[config.mk]
export PLATFORM = sky130hd
export DESIGN_NAME = instr_fetch_unit_flat
export DESIGN_NICKNAME = d
export VERILOG_FILES = /design/src/rtl/instr_fetch_unit_if.sv /design/src/rtl/instr_fetch_unit.sv /design/src/flat_wrapper.sv
export SDC_FILE = /design/constraint.sdc
export NUM_CORES = 1
export LEC_CHECK = 0
export BUFFER_PORTS_ARGS = -buffer_cell sky130_fd_sc_hd__buf_2
export CAP_MARGIN = 20
export CORE_MARGIN = 5
export CORE_UTILIZATION = 45
export CTS_CLUSTER_SIZE = 40
export DETAILED_ROUTE_END_ITERATION = 8
export GPL_ROUTABILITY_DRIVEN = 0
export PLACE_DENSITY = 0.79
export SYNTH_ARGS = -nofsm -noshare
export SYNTH_HDL_FRONTEND = slang
export SYNTH_SLANG_ARGS = --single-unit
[constraint.sdc]
create_clock -name clock -period 5.5 [get_ports clock]
set_input_delay 1.1 -clock clock [delete_from_list [all_inputs] [get_ports clock]]
set_output_delay 1.1 -clock clock [all_outputs]
set_load 0.005 [all_outputs]
[src/rtl/instr_fetch_unit_if.sv]
// Bundles the instruction-memory request/ack bus and the decode-side valid/ready bus
// of the fetch unit, plus the decoded instruction fields handed to control.
interface instr_fetch_unit_if #(
    parameter int XLEN = 32
);
    logic            imem_req;
    logic [XLEN-1:0] imem_addr;
    logic            imem_ack;
    logic [31:0]     imem_rdata;

    logic            redirect_valid;
    logic [XLEN-1:0] redirect_pc;

    logic            id_valid;
    logic            id_ready;
    logic [XLEN-1:0] id_pc;
    logic [31:0]     id_instr;
    logic [6:0]      opcode;
    logic [2:0]      funct3;
    logic [6:0]      funct7;
    logic [4:0]      rd;
    logic [4:0]      rs1;
    logic [4:0]      rs2;

    modport master (
        output imem_req, imem_addr,
        input  imem_ack, imem_rdata,
        input  redirect_valid, redirect_pc,
        output id_valid, id_pc, id_instr,
        input  id_ready,
        output opcode, funct3, funct7, rd, rs1, rs2
    );

    modport slave (
        input  imem_req, imem_addr,
        output imem_ack, imem_rdata,
        output redirect_valid, redirect_pc,
        input  id_valid, id_pc, id_instr,
        output id_ready,
        input  opcode, funct3, funct7, rd, rs1, rs2
    );
endinterface

[src/rtl/instr_fetch_unit.sv]
// Instruction fetch stage: owns the PC, fetches over req/ack, holds one instruction
// for decode, and squashes or drains in-flight work when a PC redirect arrives.
module instr_fetch_unit #(
    parameter int              XLEN     = 32,
    parameter logic [XLEN-1:0] RESET_PC = {XLEN{1'b0}}
) (
    input  logic                 clock,
    input  logic                 reset,
    instr_fetch_unit_if.master   bus
);
    typedef enum logic [1:0] {
        IDLE  = 2'd0,
        FETCH = 2'd1,
        DRAIN = 2'd2,
        HOLD  = 2'd3
    } state_t;

    localparam logic [31:0]     NOP_INSTR = 32'h0000_0013;
    localparam logic [XLEN-1:0] PC_STEP   = {{(XLEN-3){1'b0}}, 3'b100};

    function automatic logic [XLEN-1:0] align_pc(input logic [XLEN-1:0] pc);
        return {pc[XLEN-1:2], 2'b00};
    endfunction

    state_t          state_r;
    logic [XLEN-1:0] pc_r;
    logic            imem_req_r;
    logic [XLEN-1:0] imem_addr_r;
    logic            id_valid_r;
    logic [XLEN-1:0] id_pc_r;
    logic [31:0]     id_instr_r;

    logic [XLEN-1:0] redirect_pc_s;

    assign redirect_pc_s = align_pc(bus.redirect_pc);

    // Fetch FSM; imem_addr_r doubles as the pending address while draining.
    always_ff @(posedge clock) begin
        if (reset) begin
            state_r     <= IDLE;
            pc_r        <= RESET_PC;
            imem_req_r  <= 1'b0;
            imem_addr_r <= RESET_PC;
            id_valid_r  <= 1'b0;
            id_pc_r     <= RESET_PC;
            id_instr_r  <= NOP_INSTR;
        end else begin
            case (state_r)
                IDLE: begin
                    state_r    <= FETCH;
                    imem_req_r <= 1'b1;
                    if (bus.redirect_valid) begin
                        pc_r        <= redirect_pc_s;
                        imem_addr_r <= redirect_pc_s;
                    end else begin
                        imem_addr_r <= pc_r;
                    end
                end
                FETCH: begin
                    if (bus.redirect_valid) begin
                        pc_r <= redirect_pc_s;
                        if (bus.imem_ack) begin
                            imem_addr_r <= redirect_pc_s;
                        end else begin
                            // Outstanding request to pc_r keeps going until acked.
                            state_r <= DRAIN;
                        end
                    end else if (bus.imem_ack) begin
                        id_instr_r <= bus.imem_rdata;
                        id_pc_r    <= pc_r;
                        pc_r       <= pc_r + PC_STEP;
                        id_valid_r <= 1'b1;
                        imem_req_r <= 1'b0;
                        state_r    <= HOLD;
                    end else begin
                        state_r <= FETCH;
                    end
                end
                DRAIN: begin
                    if (bus.imem_ack) begin
                        state_r     <= FETCH;
                        imem_addr_r <= bus.redirect_valid ? redirect_pc_s : pc_r;
                    end else begin
                        state_r <= DRAIN;
                    end
                    if (bus.redirect_valid) begin
                        pc_r <= redirect_pc_s;
                    end else begin
                        pc_r <= pc_r;
                    end
                end
                HOLD: begin
                    if (bus.redirect_valid) begin
                        id_valid_r  <= 1'b0;
                        pc_r        <= redirect_pc_s;
                        imem_req_r  <= 1'b1;
                        imem_addr_r <= redirect_pc_s;
                        state_r     <= FETCH;
                    end else if (bus.id_ready) begin
                        id_valid_r  <= 1'b0;
                        imem_req_r  <= 1'b1;
                        imem_addr_r <= pc_r;
                        state_r     <= FETCH;
                    end else begin
                        state_r <= HOLD;
                    end
                end
                default: begin
                    state_r    <= IDLE;
                    imem_req_r <= 1'b0;
                    id_valid_r <= 1'b0;
                end
            endcase
        end
    end

    assign bus.imem_req  = imem_req_r;
    assign bus.imem_addr = imem_addr_r;
    assign bus.id_valid  = id_valid_r;
    assign bus.id_pc     = id_pc_r;
    assign bus.id_instr  = id_instr_r;

    assign bus.opcode = id_instr_r[6:0];
    assign bus.rd     = id_instr_r[11:7];
    assign bus.funct3 = id_instr_r[14:12];
    assign bus.rs1    = id_instr_r[19:15];
    assign bus.rs2    = id_instr_r[24:20];
    assign bus.funct7 = id_instr_r[31:25];
endmodule

[src/flat_wrapper.sv]
// flat-port wrapper written by rule: the top's interface ports become plain ports
module instr_fetch_unit_flat 
#(
    parameter int              XLEN     = 32,
    parameter logic [XLEN-1:0] RESET_PC = {XLEN{1'b0}}
)
  (clock, reset, bus_imem_req, bus_imem_addr, bus_imem_ack, bus_imem_rdata, bus_redirect_valid, bus_redirect_pc, bus_id_valid, bus_id_pc, bus_id_instr, bus_id_ready, bus_opcode, bus_funct3, bus_funct7, bus_rd, bus_rs1, bus_rs2);
  instr_fetch_unit_if #(.XLEN(XLEN)) bus_i ();
  input  logic clock;
  input  logic reset;
  output wire logic [$bits(bus_i.imem_req)-1:0] bus_imem_req;
  output wire logic [$bits(bus_i.imem_addr)-1:0] bus_imem_addr;
  input wire logic [$bits(bus_i.imem_ack)-1:0] bus_imem_ack;
  input wire logic [$bits(bus_i.imem_rdata)-1:0] bus_imem_rdata;
  input wire logic [$bits(bus_i.redirect_valid)-1:0] bus_redirect_valid;
  input wire logic [$bits(bus_i.redirect_pc)-1:0] bus_redirect_pc;
  output wire logic [$bits(bus_i.id_valid)-1:0] bus_id_valid;
  output wire logic [$bits(bus_i.id_pc)-1:0] bus_id_pc;
  output wire logic [$bits(bus_i.id_instr)-1:0] bus_id_instr;
  input wire logic [$bits(bus_i.id_ready)-1:0] bus_id_ready;
  output wire logic [$bits(bus_i.opcode)-1:0] bus_opcode;
  output wire logic [$bits(bus_i.funct3)-1:0] bus_funct3;
  output wire logic [$bits(bus_i.funct7)-1:0] bus_funct7;
  output wire logic [$bits(bus_i.rd)-1:0] bus_rd;
  output wire logic [$bits(bus_i.rs1)-1:0] bus_rs1;
  output wire logic [$bits(bus_i.rs2)-1:0] bus_rs2;
  assign bus_imem_req = bus_i.imem_req;
  assign bus_imem_addr = bus_i.imem_addr;
  assign bus_i.imem_ack = bus_imem_ack;
  assign bus_i.imem_rdata = bus_imem_rdata;
  assign bus_i.redirect_valid = bus_redirect_valid;
  assign bus_i.redirect_pc = bus_redirect_pc;
  assign bus_id_valid = bus_i.id_valid;
  assign bus_id_pc = bus_i.id_pc;
  assign bus_id_instr = bus_i.id_instr;
  assign bus_i.id_ready = bus_id_ready;
  assign bus_opcode = bus_i.opcode;
  assign bus_funct3 = bus_i.funct3;
  assign bus_funct7 = bus_i.funct7;
  assign bus_rd = bus_i.rd;
  assign bus_rs1 = bus_i.rs1;
  assign bus_rs2 = bus_i.rs2;
  instr_fetch_unit #(.XLEN(XLEN), .RESET_PC(RESET_PC)) u_core (.clock(clock), .reset(reset), .bus(bus_i));
endmodule
# Word-level counts from Yosys, hierarchy flattened
# Cells that the tools add are included.
# word_totals
input_bits	69
wordCells	54
regBits	132
output_inout_bits	130
# classes
reduce_logical	8
mux	27
n_bitwise	1
eq_ne	10
n_addsub	1
# op_table
op	n
32-bit two-way mux	8
32-bit one-hot mux with 4 select lines	1
32-bit one-hot mux with 2 select lines	1
32-bit by 3-bit adder with 32-bit output, second input constant	1
2-bit two-way mux	6
4-bit AND reduction	3
3-bit != test, second input constant	3
1-bit two-way mux	8
2-bit != test, second input constant	4
2-bit one-hot mux with 4 select lines	1
2-bit == test, second input constant	2
1-bit one-hot mux with 3 select lines	1
3-bit AND reduction	1
3-bit nonzero test	1
3-bit OR reduction	1
2-bit by 1-bit == test with 1-bit output, second input constant	1
2-bit logical NOT	1
1-bit one-hot mux with 2 select lines	1
2-bit nonzero test	1
1-bit NOT	1

# Depth between registers and ports, before layout
# Gate-level depths: netlist of the first run.
# logic_depth
depth_word	4
ltp_mapped	7

# Worst setup path before layout of the first run
# OpenSTA, ideal clock, no wires.
# synth_timing
kind	input-to-reg
from	input bus_redirect_valid
to	register u_core.imem_addr_r[28], in the netlist u_core.bus.imem_addr[28]
required_time_ns	5.409
n_path_buf	2
path_slack_ns	2.915
setup_ns	0.091
arrival_time_ns	2.494
stages	7
cell_sequence	clkbuf_1 nor2_1 o21a_1 a21oi_1 clkbuf_1 nor2_1 a311oi_1
# synth_between
elab_chain_len	3
# synth_rtl
item	line	text
from (decl)	flat_wrapper.sv:15	input wire logic [$bits(bus_i.redirect_valid)-1:0] bus_redirect_valid;
32-bit two-way mux	-	
32-bit two-way mux	instr_fetch_unit.sv:80	if (bus.imem_ack) begin
32-bit one-hot mux with 4 select lines	instr_fetch_unit.sv:48	case (state_r)
to (signal assigned)	instr_fetch_unit.sv:54	imem_addr_r <= redirect_pc_s;
to (signal assigned)	instr_fetch_unit.sv:56	imem_addr_r <= pc_r;
to (signal assigned)	instr_fetch_unit.sv:82	imem_addr_r <= bus.redirect_valid ? redirect_pc_s : pc_r;
to (decl)	instr_fetch_unit.sv:28	logic [XLEN-1:0] imem_addr_r;
# Parallel ways exist; a longest one is shown, timed or not. The select of a mux whose other input is x is not followed.
# A chain may end at the register's enable or synchronous reset.

# Worst setup path after layout of the first run
# layout_timing
from	input bus_redirect_valid
to	register u_core.imem_addr_r[9], in the netlist u_core.bus.imem_addr[9]
# The elaborated chain is that of the path after synthesis.

==> results of run 1 <==
==> stage by stage <==
stage                     util [%]  power, mW
after floorplan                  -      1.259
after global placement       51.59      1.369
after detailed placement     51.59      1.375
after CTS                    55.85      2.456
after global routing         55.87      2.536
final                        55.87      2.440
==> cell usage in the layout (no fill, tap or decap), types with 3 or more instances in the layout <==
master / instances
a311oi_1: 24
clkinv_2: 5
dfxtp_1: 132
nor4_1: 3
buf_4: 10
clkbuf_16: 17
nor3_1: 14
clkbuf_1: 3
a211oi_1: 20
nor2_1: 75
a21oi_1: 95
xnor2_1: 9
buf_2: 195
or3_1: 4
and2_1: 4
xor2_1: 14
nor2b_1: 3
nand4_1: 15
a21o_1: 10
inv_1: 13
nand3_1: 11
nand3b_1: 5
or2_2: 3
nand2_1: 165
o21ai_0: 27
==> power breakdown <==
group	internal [mW]	switching [mW]
Combinational	0.118	0.170
Clock	0.672	0.411
Sequential	1.01	0.0550
==> cell usage after synthesis (2+ instances only) <==
master    number  area, sq um
mux2i_1        2        20.02
or3_1          4        25.02
a21oi_1       96        480.5
xor2_1        14        122.6
nor4_1         3        18.77
nand2_1      166        623.1
a211oi_1      20        150.1
nor2b_1        3        18.77
a31oi_1        2        12.51
dfxtp_1      132         2643
xnor2_1        9        78.83
inv_1         13        48.80
and2_1         4        25.02
or2_2          3        18.77
o22ai_1        2        12.51
or4_4          2        22.52
buf_4         32        240.2
a21o_1        10        75.07
a311oi_1      24        210.2
buf_2          5        25.02
buf_1          8        30.03
nand3b_1       5        37.54
nor3_1        14        70.07
nand3_1       11        55.05
nor2_1        77        289.0
o21ai_0       27        135.1
nand2b_1       2        12.51
clkbuf_1      49        183.9
nand4_1       15        93.84
==> cells by family after synthesis <==
kind of cell	after synthesis	share of synthesized area (%)
buf+inv	108	8.919
mux	2	0.3358
xor+xnor	23	3.379
compound gates	190	19.29
simple gates	317	23.55
fa+ha+maj	1	0.2098
flops	132	44.32
==> metal layers <==
layer	vias to the layer above	GRT usage, %	routed length [um]
li1	2874	-	-
met3	27	5.885	1369
met4	0	7.526	332
met1	2602	26.73	7195
met5	-	0	0
met2	244	35.78	8354
==> worst paths after layout <==
check                     startpoint                 endpoint  slack, ps  depth (start not counted)
hold / removal        u_core.pc_r[1]      u_core.bus.id_pc[1]        450                          2
hold reg to reg       u_core.pc_r[1]      u_core.bus.id_pc[1]        450                          2
setup / recovery  bus_redirect_valid  u_core.bus.imem_addr[9]       2220                          8
setup reg to reg   u_core.state_r[0]     u_core.bus.id_pc[10]       2750                          5
==> worst reg2reg max path, cell delays in order (launching register included) <==
cell	delay (ps)
dfxtp_1	590
nand3b_1	520
nor2_4	800
buf_4	470
nand2_1	150
a21oi_1	140
==> registers in the layout (all words and copies together) (netlist names) <==
name and count:
u_core.bus.id_instr 32, u_core.bus.id_pc 32, u_core.bus.id_valid 1, u_core.bus.imem_addr 32, u_core.bus.imem_req 1, u_core.pc_r 32, u_core.state_r 2
==> final cells by class <==
| type | count | area (sq um) | area share (%) |
|---|---|---|---|
| timing repair buffer | 205 | 1051 | 14.32 |
| clock buffer | 21 | 450.4 | 6.137 |
| sequential | 132 | 2643 | 36.00 |
| inverter | 14 | 52.55 | 0.7160 |
| antenna | 1 | 2.502 | 0.03409 |
| clock inverter | 10 | 108.9 | 1.483 |
| multi-input combinational | 533 | 2811 | 38.31 |
| tap | 176 | 220.2 | 3.000 |
==> impl_metrics.json, run 1 <==
{
  "routed-via-count": 5747,
  "cts_buffers": 17,
  "grt_max_degree": 81,
  "power.density_nw_per_um2": 332.4,
  "fin_cells": 1092,
  "ys_seq_area_share_pct": 44.32,
  "grt_pass1_wl_um": 27340,
  "max-vdd-ir-drop_mv": 0.1889,
  "hold_slack_ps": 447.9,
  "clk_path_buf_depth": 2,
  "grt_setup_unrepaired": "no",
  "crit_chain": "buf_2, buf_4, nor2_1, o21a_1, a21oi_4, buf_4, nor2_1, a311oi_1",
  "cts_resized": 0,
  "syn_to_final_growth_pct": 23.11,
  "tns_ps": 0,
  "fin_ws_ps": 2221,
  "slowest_stage": "a21oi_4",
  "critPathKind": "in2reg",
  "critPathArrivalTime_ps": 3600,
  "numClockSinks": 132,
  "dp_slack_ps": 1837,
  "insertion_delay_ps": 410,
  "slew_headroom_pct": 39.33,
  "port_buffers": 196,
  "cts_tree": "built",
  "fmax_ghz": 0.3049,
  "die-height_um": 125.1,
  "grt_pass1_vias": 5244,
  "synth_async_sr_flop_share_pct": 0,
  "synth_area_sq_um": 5962,
  "core.rowCount": 42,
  "dieArea_sq_um": 15650,
  "fin_skew_ps": 8.447,
  "status": "complete, no violations",
  "fin_area_sq_um": 7340,
  "worst_pin_slew_ps": 906.8,
  "finalHoldViolCount": 0,
  "routed_via_density": 5.263,
  "p_leak_nw": 3.151,
  "synth_edf_count": 0,
  "setup_viol": 0,
  "ant_nets": 0,
  "drv_slew": 0,
  "fin_nets": 973,
  "grt_overflow": 0,
  "fin_crit_sh_pct": 59.63,
  "dp.cells": 1060,
  "synth_ff_type": "dfxtp_1",
  "antenna_found_initial": 1,
  "slowest_delay_ps": 640,
  "crit_buf_inv": 3,
  "num-fill-cells": 1244,
  "cp-start-kind": "primary input",
  "syn_inst": 773,
  "cts.htree.levels": 4,
  "fin_crit_ps": 3279,
  "ioPinCount": 199,
  "cts_root_buf": "clkbuf_16",
  "critPathMaxFanout": 39,
  "hp-class": "reg2reg",
  "cap_violations": 0,
  "dr.pass1.iters": 5,
  "routedWlPerCell_um": 15.80,
  "syn_nets": 843,
  "die_w_um": 125.1,
  "drive_gt1_share_pct": 26.89,
  "cp_top_family": "buffers and inverters",
  "ys_warn_count": 0,
  "route.detailed.drc": 0,
  "core_area_sq_um": 13140,
  "grt_use_total_pct": 21.43,
  "dpl.hpwl_um": 11850,
  "ys_ff_latch": 132,
  "synth_cell_types": 48,
  "totalWireLength_um": 17250,
  "clk_pin_slew_ps": 60,
  "hold_buffers": 0,
  "endpoint_kind": "flip-flop",
  "drt_iter0_drc": 411,
  "syn_avg_cell_area_sq_um": 7.713,
  "start_util_pct": 45.38,
  "dpl_cell_area_sq_um": 6778,
  "cts_setup_buffers": 0,
  "cp.required_ps": 5820
}
Note: power is estimated with default switching activity, not from simulation.
==> run 2: changes to the inputs <==
--- a/config.mk
+++ b/config.mk
@@ -12,7 +12,7 @@
 export CTS_CLUSTER_SIZE = 40
 export DETAILED_ROUTE_END_ITERATION = 8
 export GPL_ROUTABILITY_DRIVEN = 0
-export PLACE_DENSITY = 0.79
+export PLACE_DENSITY = 0.81
 export SYNTH_ARGS = -nofsm -noshare
 export SYNTH_HDL_FRONTEND = slang
 export SYNTH_SLANG_ARGS = --single-unit
==> constraint.sdc (replaced) <==
create_clock -name clock -period 3 [get_ports clock]
set_input_delay 0.6 -clock clock [delete_from_list [all_inputs] [get_ports clock]]
set_output_delay 0.6 -clock clock [all_outputs]
set_load 0.005 [all_outputs]
==> impl_metrics.json, run 2 (same netlist as run 1, synthesis figures left out) <==
{
  "num-fill-cells": 1253,
  "endpoint_kind": "flip-flop",
  "clk_pin_slew_ps": 60,
  "ant_nets": 0,
  "cts_tree": "built",
  "p_switching_mw": 1.139,
  "die_w_um": 125.1,
  "routed-via-count": 5744,
  "grt_max_degree": 64,
  "cp-start-kind": "flip-flop",
  "dieArea_sq_um": 15650,
  "critPathKind": "reg2reg",
  "p_leak_nw": 3.200,
  "fin_ws_ps": 796.0,
  "slew_headroom_pct": 55.12,
  "final_cell_mix": "buf_2 (195), nand2_1 (165), dfxtp_1 (132), a21oi_1 (95), nor2_1 (75)",
  "cts_resized": 0,
  "seq_area_sq_um": 2643,
  "combPwrFrac_pct": 12.0,
  "numClockSinks": 132,
  "fin_cells": 1101,
  "die-height_um": 125.1,
  "routedWlPerCell_um": 15.23,
  "status": "complete, no violations",
  "cts.htree.levels": 4,
  "tns_ps": 0,
  "port_buffers": 196,
  "grt_setup_unrepaired": "no",
  "core_area_sq_um": 13140,
  "max-vdd-ir-drop_mv": 0.3720,
  "critPathMaxFanout": 15,
  "dr.pass1.iters": 5,
  "switching_share_pct": 25.68,
  "final_common_cell": "buf_2",
  "route.detailed.drc": 0,
  "dpl.hpwl_um": 11840,
  "fin_crit_sh_pct": 73.47,
  "power.internal_mw": 3.297,
  "hp-class": "in2reg",
  "fin_crit_ps": 2204,
  "cts_setup_buffers": 0,
  "drt_iter0_drc": 381,
  "start_util_pct": 45.38,
  "dp.cells": 1068,
  "power.density_nw_per_um2": 598.1,
  "clk_path_buf_depth": 2,
  "insertion_delay_ps": 420,
  "drv_slew": 0,
  "setup_viol": 0,
  "worst_pin_slew_ps": 673.2,
  "dp_slack_ps": 591.0,
  "antenna_found_initial": 2,
  "hold_slack_ps": 388.8,
  "syn_to_final_growth_pct": 24.43,
  "p_seq_share_pct": 44.1,
  "cts_buffers": 17,
  "clkPwrFrac_pct": 43.8,
  "ioPinCount": 199,
  "finalHoldViolCount": 0,
  "cp.required_ps": 3350,
  "fmax_ghz": 0.4537,
  "drive_gt1_share_pct": 27.74,
  "fin_skew_ps": 6.904,
  "fin_nets": 981,
  "grt_use_total_pct": 21.13,
  "cap_violations": 0,
  "grt_pass1_wl_um": 26970,
  "critPathArrivalTime_ps": 2550,
  "core.rowCount": 42,
  "grt_overflow": 0,
  "cts_root_buf": "clkbuf_16",
  "grt_pass1_vias": 5242,
  "routed_via_density": 5.217,
  "hold_buffers": 0,
  "multiInputGateArea_sq_um": 2811,
  "totalWireLength_um": 16770
}
-- run 2: metal layers --
| metal | GRT usage [%] | routed length (um) | up-vias |
|---|---|---|---|
| li1 | - | - | 2885 |
| met4 | 9.056 | 383 | 0 |
| met1 | 27.40 | 7400 | 2575 |
| met2 | 32.71 | 7704 | 256 |
| met3 | 6.439 | 1277 | 28 |
| met5 | 0 | 0 | - |
-- run 2: area by class of cell --
type                       count  area share [%]
antenna                        2         0.06747
clock buffer                  22           6.527
sequential                   132           35.62
tap                          176           2.968
inverter                      14          0.7084
multi-input combinational    533           37.90
timing repair buffer         213           15.15
clock inverter                 9           1.063
-- run 2: critical path, stage by stage (launching register included) --
cell      delay [ps]
dfxtp_1          600
nand3b_1         200
buf_4            230
nor4_4           500
nand3_1          150
or2_2            300
a31oi_1          150
-- run 2: worst paths after layout --
check / start / depth (start not counted) / slack, ps / end
worst max-delay path: u_core.state_r[0] / 6 / 800 / u_core.pc_r[21]
worst min register to register: u_core.bus.id_pc[1] / 2 / 450 / u_core.bus.id_pc[1]
worst max register to register: u_core.state_r[0] / 6 / 800 / u_core.pc_r[21]
worst min-delay path: bus_imem_rdata[4] / 3 / 390 / u_core.bus.id_instr[4]
-- run 2: power groups by stage --
| stage | sequential, mW | combinational [mW] | clock [mW] |
|---|---|---|---|
| finish | 1.96 | 0.533 | 1.95 |
| global route | 1.97 | 0.599 | 2.07 |
| CTS | 1.96 | 0.536 | 1.99 |
| detailed placement | 1.99 | 0.533 | 0 |
| global placement | 1.99 | 0.527 | 0 |
| floorplan | 1.97 | 0.339 | 0 |
-- run 2: metrics by stage --
step                instance area [sq um]  util (%)  power (mW)
finish                               7418     56.47       4.437
global route                         7418     56.47       4.639
CTS                                  7413     56.43       4.483
detailed placement                   6850     52.14       2.526
global placement                     6850     52.14       2.512
floorplan                            5962         -       2.308
==> run 3: changes to the inputs <==
==> constraint.sdc (replaced) <==
create_clock -name clock -period 1.9 [get_ports clock]
set_input_delay 0.38 -clock clock [delete_from_list [all_inputs] [get_ports clock]]
set_output_delay 0.38 -clock clock [all_outputs]
set_load 0.005 [all_outputs]
==> impl_metrics.json, run 3 (same netlist as run 1, synthesis figures left out) <==
{
  "r2r-end": "u_core.pc_r[12]",
  "tns_ps": 0,
  "totalWireLength_um": 17510,
  "combPwrFrac_pct": 12.9,
  "clkPwrFrac_pct": 46.8,
  "critPathArrivalTime_ps": 2130,
  "fin_cells": 1139,
  "critPathMaxFanout": 4,
  "syn_to_final_growth_pct": 31.61,
  "endpoint_kind": "flip-flop",
  "final_common_cell": "buf_2",
  "start_util_pct": 45.38,
  "dr.pass1.iters": 5,
  "hp-class": "in2reg",
  "dp_slack_ps": -69.19,
  "fin_crit_sh_pct": 97.44,
  "slew_headroom_pct": 63.40,
  "worstReg2RegStart": "u_core.pc_r[2]",
  "p_seq_share_pct": 40.3,
  "cp.depth": 6,
  "cts.htree.levels": 4,
  "cp_top_family": "compound AO/OA/AOI/OAI gates",
  "critPathKind": "reg2reg",
  "slowest_stage": "a2111oi_1",
  "power.internal_mw": 5.715,
  "grt_setup_unrepaired": "yes",
  "dieArea_sq_um": 15650,
  "cts_tree": "built",
  "cts_buffers": 17,
  "crit_chain": "ha_2, nand4_1, o31ai_1, a21o_2, o21ai_0, a2111oi_1",
  "core.rowCount": 42,
  "insertion_delay_ps": 420,
  "grt_overflow": 0,
  "slowest_delay_ps": 430,
  "route.detailed.drc": 0,
  "hold_buffers": 0,
  "power.total_mw": 7.555,
  "grt_max_degree": 52,
  "die_w_um": 125.1,
  "drt_iter0_drc": 479,
  "cap_violations": 0,
  "grt_pass1_vias": 5574,
  "cts_root_buf": "clkbuf_16",
  "fmax_ghz": 0.5401,
  "numClockSinks": 132,
  "crit_buf_inv": 0,
  "dpl.hpwl_um": 12570,
  "finalHoldViolCount": 0,
  "fin_ws_ps": 48.56,
  "fin_crit_ps": 1851,
  "switching_share_pct": 24.37,
  "ant_nets": 0,
  "ioPinCount": 199,
  "grt_pass1_wl_um": 27830,
  "cp-start-kind": "flip-flop",
  "fin_skew_ps": 6.891,
  "cp.required_ps": 2180,
  "p_leak_nw": 3.447,
  "die-height_um": 125.1,
  "hold-path-endpoint": "u_core.bus.id_instr[1]",
  "whs_path_depth": 3,
  "antenna_found_initial": 2,
  "routed_via_density": 5.275,
  "setup_viol": 0,
  "dp.cells": 1104,
  "core_area_sq_um": 13140,
  "clk_pin_slew_ps": 60,
  "hold_start": "bus_imem_rdata[1]",
  "fin_nets": 1018,
  "drive_gt1_share_pct": 31.01,
  "rr_worst_depth": 6,
  "grt_use_total_pct": 21.71,
  "final_cell_mix": "buf_2 (195), nand2_1 (165), dfxtp_1 (132), a21oi_1 (95), nor2_1 (74)",
  "worst_pin_slew_ps": 549.0,
  "routedWlPerCell_um": 15.38,
  "max-vdd-ir-drop_mv": 0.5610,
  "routed-via-count": 6008,
  "ff2ff_setup_slack_ps": 50,
  "clk_path_buf_depth": 2,
  "status": "complete, no violations",
  "drv_slew": 0,
  "port_buffers": 196,
  "p_switching_mw": 1.841,
  "power.density_nw_per_um2": 962.9,
  "fin_util_pct": 59.72
}
run 3: worst reg2reg max path: stages (launching register included):
cell	delay, ps
dfxtp_1	330
ha_2	190
nand4_1	240
o31ai_1	290
a21o_2	160
o21ai_0	70
a2111oi_1	430
run 3: stage by stage:
stage          hold slack (ps)  cell area, sq um
2_1_floorplan            427.3              5962
3_3_place_gp             439.8              7171
3_5_place_dp             443.2              7171
4_1_cts                  164.9              7816
5_1_grt                  184.8              7846
6_report                 176.7              7846
run 3: final cells by class:
type | instances | area (sq um)
Inverter | 14 | 52.55
Timing Repair Buffer | 250 | 1455
Fill cell | 1208 | 5291
Tap cell | 176 | 220.2
Clock inverter | 9 | 147.6
Multi-Input combinational cell | 533 | 2825
Sequential cell | 132 | 2643
Antenna cell | 2 | 5.005
Clock buffer | 23 | 498.0
run 3: power by group through the flow:
stage / Combinational, mW / Clock, mW / Sequential [mW]
global placement: 0.949 / 0 / 3.10
CTS: 0.973 / 3.58 / 3.05
finish: 0.974 / 3.53 / 3.05
floorplan: 0.536 / 0 / 3.11
detailed placement: 0.965 / 0 / 3.10
global route: 1.07 / 3.71 / 3.07
run 3: timing repair:
| action | 4_1_cts | 5_1_grt |
|---|---|---|
| setup endpoints to repair | 0 | 7 |
| gates resized for setup | 0 | 6 |
| setup buffers | 0 | 1 |
run 3: how the worst max path moves through the flow:
stage / startpoint / end / slack [ps]
4_1_cts: u_core.pc_r[2] / u_core.pc_r[12] / 30
2_1_floorplan: u_core.pc_r[10] / u_core.pc_r[20] / 30
5_1_grt: u_core.pc_r[2] / u_core.pc_r[14] / -30
6_report: u_core.pc_r[2] / u_core.pc_r[12] / 50
3_3_place_gp: bus_imem_ack / u_core.pc_r[20] / -0.5
3_5_place_dp: bus_redirect_valid / u_core.bus.id_instr[20] / -70
run 3: metal layers:
layer	vias to the layer above	routed length, um	global-route usage, %
met3	41	1301	5.544
li1	2957	-	-
met1	2746	7497	27.40
met5	-	0	0
met4	0	480	9.566
met2	264	8235	35.18
